[src/rtl/pos_cell_mem_ctrl_if.sv]
// Single-port cell position RAM bus: controller drives address/data/enables, RAM returns q
// two cycles after a sampled rden.
interface pos_cell_mem_ctrl_if #(
  parameter int DATA_WIDTH = 96,
  parameter int ADDR_WIDTH = 8
);
  logic [ADDR_WIDTH-1:0] mem_address;
  logic [DATA_WIDTH-1:0] mem_data;
  logic                  mem_rden;
  logic                  mem_wren;
  logic [DATA_WIDTH-1:0] mem_q;

  modport master (
    output mem_address, mem_data, mem_rden, mem_wren,
    input  mem_q
  );

  modport slave (
    input  mem_address, mem_data, mem_rden, mem_wren,
    output mem_q
  );
endinterface

[src/rtl/pos_cell_mem_ctrl.sv]
// Sweeps one cell position RAM (count word at addr 0, then particles 1..count) to the force
// pipeline, yielding the single RAM port to motion-update writes whenever they request it.
//
// state      | meaning
// S_IDLE     | waiting for i_rd_start
// S_CNT_ISS  | issue count-word read (addr 0) on the first free port cycle
// S_CNT_WAIT | wait for the tagged count return, latch and clamp it
// S_STREAM   | issue particle reads 1..count, one per free port cycle
// S_DRAIN    | wait for in-flight reads to return, then pulse o_rd_done
module pos_cell_mem_ctrl #(
  parameter int DATA_WIDTH   = 96,
  parameter int PARTICLE_NUM = 220,
  parameter int ADDR_WIDTH   = 8
) (
  input  logic                  clk,
  input  logic                  rst_n,
  input  logic                  i_rd_start,
  input  logic                  i_wr_valid,
  input  logic [ADDR_WIDTH-1:0] i_wr_addr,
  input  logic [DATA_WIDTH-1:0] i_wr_data,
  output logic                  o_wr_ready,
  pos_cell_mem_ctrl_if.master   mem,
  output logic [DATA_WIDTH-1:0] o_rd_data,
  output logic [ADDR_WIDTH-1:0] o_rd_pid,
  output logic                  o_rd_valid,
  output logic                  o_rd_done,
  output logic                  o_busy,
  output logic                  o_cnt_err
);
  localparam logic [ADDR_WIDTH-1:0] MAX_CNT = ADDR_WIDTH'(PARTICLE_NUM - 1);

  typedef enum logic [2:0] {S_IDLE, S_CNT_ISS, S_CNT_WAIT, S_STREAM, S_DRAIN} state_t;
  state_t r_state, w_state_nxt;

  logic                  r_wr_ready, r_mem_rden, r_mem_wren, r_p0_cnt;
  logic [ADDR_WIDTH-1:0] r_mem_address;
  logic [DATA_WIDTH-1:0] r_mem_data;
  logic                  r_p1_vld, r_p1_cnt, r_p2_vld, r_p2_cnt;
  logic [ADDR_WIDTH-1:0] r_p1_addr, r_p2_addr;
  logic [ADDR_WIDTH-1:0] r_count, r_iss;
  logic                  r_cnt_err;

  logic                  w_wr_acc, w_port_free, w_cnt_ret, w_cnt_ovf, w_pipe_empty;
  logic [ADDR_WIDTH-1:0] w_cnt_raw;
  logic                  w_iss_rd, w_iss_cnt, w_rd_done, w_rd_valid;
  logic [ADDR_WIDTH-1:0] w_iss_addr;

  assign w_wr_acc     = i_wr_valid & r_wr_ready;
  assign w_port_free  = ~w_wr_acc;
  assign w_cnt_ret    = r_p2_vld & r_p2_cnt;
  assign w_cnt_raw    = mem.mem_q[ADDR_WIDTH-1:0];
  assign w_cnt_ovf    = w_cnt_raw > MAX_CNT;
  assign w_pipe_empty = ~r_mem_rden & ~r_p1_vld & ~r_p2_vld;

  always_ff @(posedge clk or negedge rst_n) begin
    if (!rst_n) r_state <= S_IDLE;
    else        r_state <= w_state_nxt;
  end

  always_comb begin
    w_state_nxt = r_state;
    case (r_state)
      S_IDLE:     if (i_rd_start) w_state_nxt = S_CNT_ISS;
      S_CNT_ISS:  if (w_port_free) w_state_nxt = S_CNT_WAIT;
      S_CNT_WAIT: if (w_cnt_ret) w_state_nxt = (w_cnt_raw == '0) ? S_DRAIN : S_STREAM;
      S_STREAM:   if (w_port_free && (r_iss == r_count)) w_state_nxt = S_DRAIN;
      S_DRAIN:    if (w_pipe_empty) w_state_nxt = S_IDLE;
      default:    w_state_nxt = S_IDLE;
    endcase
  end

  always_comb begin
    w_iss_rd   = 1'b0;
    w_iss_cnt  = 1'b0;
    w_iss_addr = '0;
    w_rd_done  = 1'b0;
    case (r_state)
      S_CNT_ISS: begin
        w_iss_rd  = w_port_free;
        w_iss_cnt = 1'b1;
      end
      S_STREAM: begin
        w_iss_rd   = w_port_free;
        w_iss_addr = r_iss;
      end
      S_DRAIN:   w_rd_done = w_pipe_empty;
      default: ;
    endcase
  end

  // Port mux is registered so wr_valid never reaches the RAM pins combinationally.
  always_ff @(posedge clk or negedge rst_n) begin
    if (!rst_n) begin
      r_wr_ready    <= 1'b0;
      r_mem_rden    <= 1'b0;
      r_mem_wren    <= 1'b0;
      r_mem_address <= '0;
      r_mem_data    <= '0;
      r_p0_cnt      <= 1'b0;
      r_p1_vld      <= 1'b0;
      r_p1_cnt      <= 1'b0;
      r_p1_addr     <= '0;
      r_p2_vld      <= 1'b0;
      r_p2_cnt      <= 1'b0;
      r_p2_addr     <= '0;
      r_count       <= '0;
      r_iss         <= ADDR_WIDTH'(1);
      r_cnt_err     <= 1'b0;
    end else begin
      r_wr_ready    <= 1'b1;
      r_mem_wren    <= w_wr_acc;
      r_mem_rden    <= w_iss_rd;
      r_p0_cnt      <= w_iss_rd & w_iss_cnt;
      r_mem_address <= w_wr_acc ? i_wr_addr : (w_iss_rd ? w_iss_addr : '0);
      r_mem_data    <= w_wr_acc ? i_wr_data : '0;
      r_p1_vld      <= r_mem_rden;
      r_p1_cnt      <= r_p0_cnt;
      r_p1_addr     <= r_mem_address;
      r_p2_vld      <= r_p1_vld;
      r_p2_cnt      <= r_p1_cnt;
      r_p2_addr     <= r_p1_addr;
      if (r_state == S_CNT_WAIT && w_cnt_ret) begin
        r_count <= w_cnt_ovf ? MAX_CNT : w_cnt_raw;
        r_iss   <= ADDR_WIDTH'(1);
        if (w_cnt_ovf) r_cnt_err <= 1'b1;
      end else if (r_state == S_STREAM && w_port_free && r_iss != r_count) begin
        r_iss <= r_iss + 1'b1;
      end
    end
  end

  assign w_rd_valid      = r_p2_vld & ~r_p2_cnt;
  assign o_rd_valid      = w_rd_valid;
  assign o_rd_data       = w_rd_valid ? mem.mem_q : '0;
  assign o_rd_pid        = w_rd_valid ? r_p2_addr : '0;
  assign o_rd_done       = w_rd_done;
  assign o_busy          = (r_state != S_IDLE);
  assign o_cnt_err       = r_cnt_err;
  assign o_wr_ready      = r_wr_ready;
  assign mem.mem_rden    = r_mem_rden;
  assign mem.mem_wren    = r_mem_wren;
  assign mem.mem_address = r_mem_address;
  assign mem.mem_data    = r_mem_data;
endmodule

[src/flat_wrapper.sv]
// flat-port wrapper written by rule: the top's interface ports become plain ports
module pos_cell_mem_ctrl_flat 
#(
  parameter int DATA_WIDTH   = 96,
  parameter int PARTICLE_NUM = 220,
  parameter int ADDR_WIDTH   = 8
)
  (clk, rst_n, i_rd_start, i_wr_valid, i_wr_addr, i_wr_data, o_wr_ready, o_rd_data, o_rd_pid, o_rd_valid, o_rd_done, o_busy, o_cnt_err, mem_mem_address, mem_mem_data, mem_mem_rden, mem_mem_wren, mem_mem_q);
  pos_cell_mem_ctrl_if #(.DATA_WIDTH(DATA_WIDTH), .ADDR_WIDTH(ADDR_WIDTH)) mem_i ();
  input  logic clk;
  input  logic rst_n;
  input  logic i_rd_start;
  input  logic i_wr_valid;
  input  logic [ADDR_WIDTH-1:0] i_wr_addr;
  input  logic [DATA_WIDTH-1:0] i_wr_data;
  output logic o_wr_ready;
  output logic [DATA_WIDTH-1:0] o_rd_data;
  output logic [ADDR_WIDTH-1:0] o_rd_pid;
  output logic o_rd_valid;
  output logic o_rd_done;
  output logic o_busy;
  output logic o_cnt_err;
  output wire logic [$bits(mem_i.mem_address)-1:0] mem_mem_address;
  output wire logic [$bits(mem_i.mem_data)-1:0] mem_mem_data;
  output wire logic [$bits(mem_i.mem_rden)-1:0] mem_mem_rden;
  output wire logic [$bits(mem_i.mem_wren)-1:0] mem_mem_wren;
  input wire logic [$bits(mem_i.mem_q)-1:0] mem_mem_q;
  assign mem_mem_address = mem_i.mem_address;
  assign mem_mem_data = mem_i.mem_data;
  assign mem_mem_rden = mem_i.mem_rden;
  assign mem_mem_wren = mem_i.mem_wren;
  assign mem_i.mem_q = mem_mem_q;
  pos_cell_mem_ctrl #(.DATA_WIDTH(DATA_WIDTH), .PARTICLE_NUM(PARTICLE_NUM), .ADDR_WIDTH(ADDR_WIDTH)) u_core (.clk(clk), .rst_n(rst_n), .i_rd_start(i_rd_start), .i_wr_valid(i_wr_valid), .i_wr_addr(i_wr_addr), .i_wr_data(i_wr_data), .o_wr_ready(o_wr_ready), .mem(mem_i), .o_rd_data(o_rd_data), .o_rd_pid(o_rd_pid), .o_rd_valid(o_rd_valid), .o_rd_done(o_rd_done), .o_busy(o_busy), .o_cnt_err(o_cnt_err));
endmodule
[config.mk]
export PLATFORM = sky130hd
export DESIGN_NAME = pos_cell_mem_ctrl_flat
export DESIGN_NICKNAME = d
export VERILOG_FILES = /design/src/rtl/pos_cell_mem_ctrl_if.sv /design/src/rtl/pos_cell_mem_ctrl.sv /design/src/flat_wrapper.sv
export SDC_FILE = /design/constraint.sdc
export NUM_CORES = 1
export LEC_CHECK = 0
export CAP_MARGIN = 20
export CORE_AREA = 5 5 161 163
export DETAILED_ROUTE_END_ITERATION = 6
export DIE_AREA = 0 0 166 168
export GPL_ROUTABILITY_DRIVEN = 0
export PLACE_DENSITY = 0.66
export SLEW_MARGIN = 40
export SYNTH_ARGS = -nofsm -noshare
export SYNTH_HDL_FRONTEND = slang
export SYNTH_SLANG_ARGS = --single-unit
[constraint.sdc]
create_clock -name clk -period 2.2 [get_ports clk]
set_input_delay 0.44 -clock clk [delete_from_list [all_inputs] [get_ports clk]]
set_output_delay 0.44 -clock clk [all_outputs]
set_load 0.02 [all_outputs]
==> impl_metrics.ini <==
[status]
status = finished clean

[route]
post-route-drc-count = 0
viasPerCell = 4.16
drt_iter0_drc = 201
route.vias.total = 5271
antenna_left = 0
post_drt_wl_per_cell_um = 17.3
routed_wl_um = 22000
firstDrtPassIters = 6

[sta]
slew_viol_final = 0
rsz0062_at_grt = yes
fin_ws_ns = 0.0744
maxSlewHeadroom_pct = 48.0
fin_crit_sh_pct = 96.6
tns_ns = 0
whs_ns = 0.349
report.final.setup_viol = 0
max_freq_mhz = 470
hold_violations = 0
timing_worst_slew_pin_value_ns = 0.780
fin_crit_ns = 2.13
finClkSkew_ns = 0.0100

[critical_path]
crit_type = register to primary output
endpoint_kind = primary output
path_delay_family = buffers and inverters
start_kind = register
slowest_delay_ns = 0.39
critPathMaxFanout = 49
critPathArrivalTime_ns = 1.69
crit_required_ns = 1.76
cp_slowest_cell = dfrtp_1
cp_cell_sequence = nor2b_4, buf_12, and2_1, clkdlybuf4s15_1
crit_buf_inv = 2

[clocking]
cts_tree = done
cts_sinks = 148
clk_latency_ns = 0.41
h-tree-depth = 4
clk_path_buf_depth = 2
clk_pin_slew_ns = 0.07
cts_root_buffer = clkbuf_16
cts_setup_buffers = 0
cts_buffers = 17

[layout]
nets = 1135
register_area_mm2 = 0.00371
areaGrowthSynthToFinish_pct = 82.1
fillers = 2316
final_cell_mix = clkdlybuf4s50_1, dfrtp_1, and2_1
drive_above_1_share_pct = 18.5
final_area_mm2 = 0.0106
final_common_cell = clkdlybuf4s50_1
multiInputGateArea_mm2 = 0.00196

[logic_synthesis]
synth_nets = 712
yosysTopAreaCell = dfrtp_1
ys_seq_elements = 148
syn_inst = 507
ys_types = 40
synth_top_area_share_pct = 63.1
ys_top_cells_by_area = dfrtp_1, and2_1, and3_1, clkbuf_1, nand2_1
yosysWarnings = 0
ys_async_sr_fraction_pct = 100
synthFlopType = dfrtp_1
synth_seq_area_share_pct = 63.6
avgSynthCellArea_um2 = 11.5
synth_area_mm2 = 0.00583
synth_edf_count = 0

[global_routing]
grt_pass1_wl_um = 33100
grt_max_degree = 97
antenna_found_initial = 1
grt_usage_pct = 15.2
grt_pass1_vias = 5457
grt_remaining_overflow = 0

[placement]
dp_hpwl_um = 17200
dp_slack_ns = 0.0403
place_area_mm2 = 0.0105
port_buffers = 418

[floorplan]
fp.dieW_um = 166
rows = 57
start_util_pct = 24.1
coreArea_mm2 = 0.0242
die_y_um = 168
die-area_mm2 = 0.0279
ios = 419

[pwr]
peakVddDrop_uv = 545
p_leak_uw = 0.00519
powerDensity_mw_per_mm2 = 937
totalPowerFinal_uw = 9950

[min_path]
min_path_type = register to register

[flow_run]
maxCapViolCount = 0
[Yosys cell counts (2+ instances only)]
cell type  number
a21oi_1         6
a22o_1          7
and2_1        105
and3_1         99
buf_2           2
buf_4           2
clkbuf_1       34
dfrtp_1       147
inv_2           2
mux2i_1         4
nand2_1        34
nand2_2         2
nand3_1         6
nand4_1         2
nor2_1          5
nor2b_1         2
nor3_1          4
nor4_1          4
o21ai_0         8
o31ai_1         2
or3_1           3
or4_1           2
xor2_1          8
[path summary, 6_finish.rpt]
| kind | start | end | slack (ns) | depth (start not counted) |
|---|---|---|---|---|
| setup reg to reg | u_core.r_iss[6]$_DFFE_PN0P_ | u_core.r_iss[1]$_DFFE_PN0P_ | 0.29 | 5 |
| hold reg to reg | u_core.r_p1_addr[1]$_DFF_PN0_ | u_core.r_p2_addr[1]$_DFF_PN0_ | 0.35 | 0 |
| hold / removal | u_core.r_p1_addr[1]$_DFF_PN0_ | u_core.r_p2_addr[1]$_DFF_PN0_ | 0.35 | 0 |
| max in group asynchronous | rst_n | u_core.mem.mem_data[43]$_DFF_PN0_ | 0.97 | 3 |
| min in group asynchronous | rst_n | u_core.mem.mem_data[55]$_DFF_PN0_ | 0.53 | 2 |
| setup / recovery | u_core.r_p2_vld$_DFF_PN0_ | o_rd_data[13] | 0.07 | 4 |
[cells by family after synthesis]
group                      count (synthesis)  synth area share, %
DFF                                      148                 63.6
buffers and inverters                     42                 3.00
and+or+nand+nor                          273                 27.8
muxes                                      4                0.687
AOI/OAI and AO/OA                         30                 3.50
xor gates and xnor gates                   8                 1.20
other                                      1               0.0643
adders and majority gates                  1                0.215
[area by class of cell]
| type | count | area share, % |
|---|---|---|
| clock inverter | 13 | 1.32 |
| antenna | 1 | 0.0236 |
| clock buffer | 19 | 4.17 |
| timing repair buffer | 443 | 37.2 |
| multi-input combinational | 317 | 18.4 |
| inverter | 3 | 0.106 |
| tap | 324 | 3.82 |
| sequential | 148 | 34.9 |
[stage by stage]
stage                     utilization (%)  std cells
after floorplan                         -        507
after global placement               43.4       1234
after detailed placement             43.4       1234
after CTS                            45.8       1267
after global routing                 43.9       1268
final                                43.9       1268
[power breakdown]
part / internal, uW / switching, uW
clock: 1630 / 1240
combinational: 1620 / 2070
sequential: 3110 / 275
total: 6360 / 3580
[registers in the layout, indices dropped and copies added (netlist names), 3 cells and up]
name,cells
u_core.mem.mem_data,96
u_core.mem.mem_address,8
u_core.r_count,8
u_core.r_iss,8
u_core.r_p1_addr,8
u_core.r_p2_addr,8
u_core.r_state,3
[routing by layer]
| metal | GRT usage [%] | part of all wire, % |
|---|---|---|
| met5 | 0 | 0 |
| met4 | 5.45 | 2.8 |
| met3 | 4.57 | 6.7 |
| met2 | 27.6 | 51 |
| met1 | 16.9 | 39 |
[repair_timing]
action / 4_1_cts / 5_1_grt
hold buffers: 1 / 0
pin swaps: 0 / 0
gates resized for setup: 222 / 102
endpoints found under the hold margin: 45 / 0
endpoints found under the setup margin: 105 / 96
Note: power is estimated with default switching activity, not from simulation.
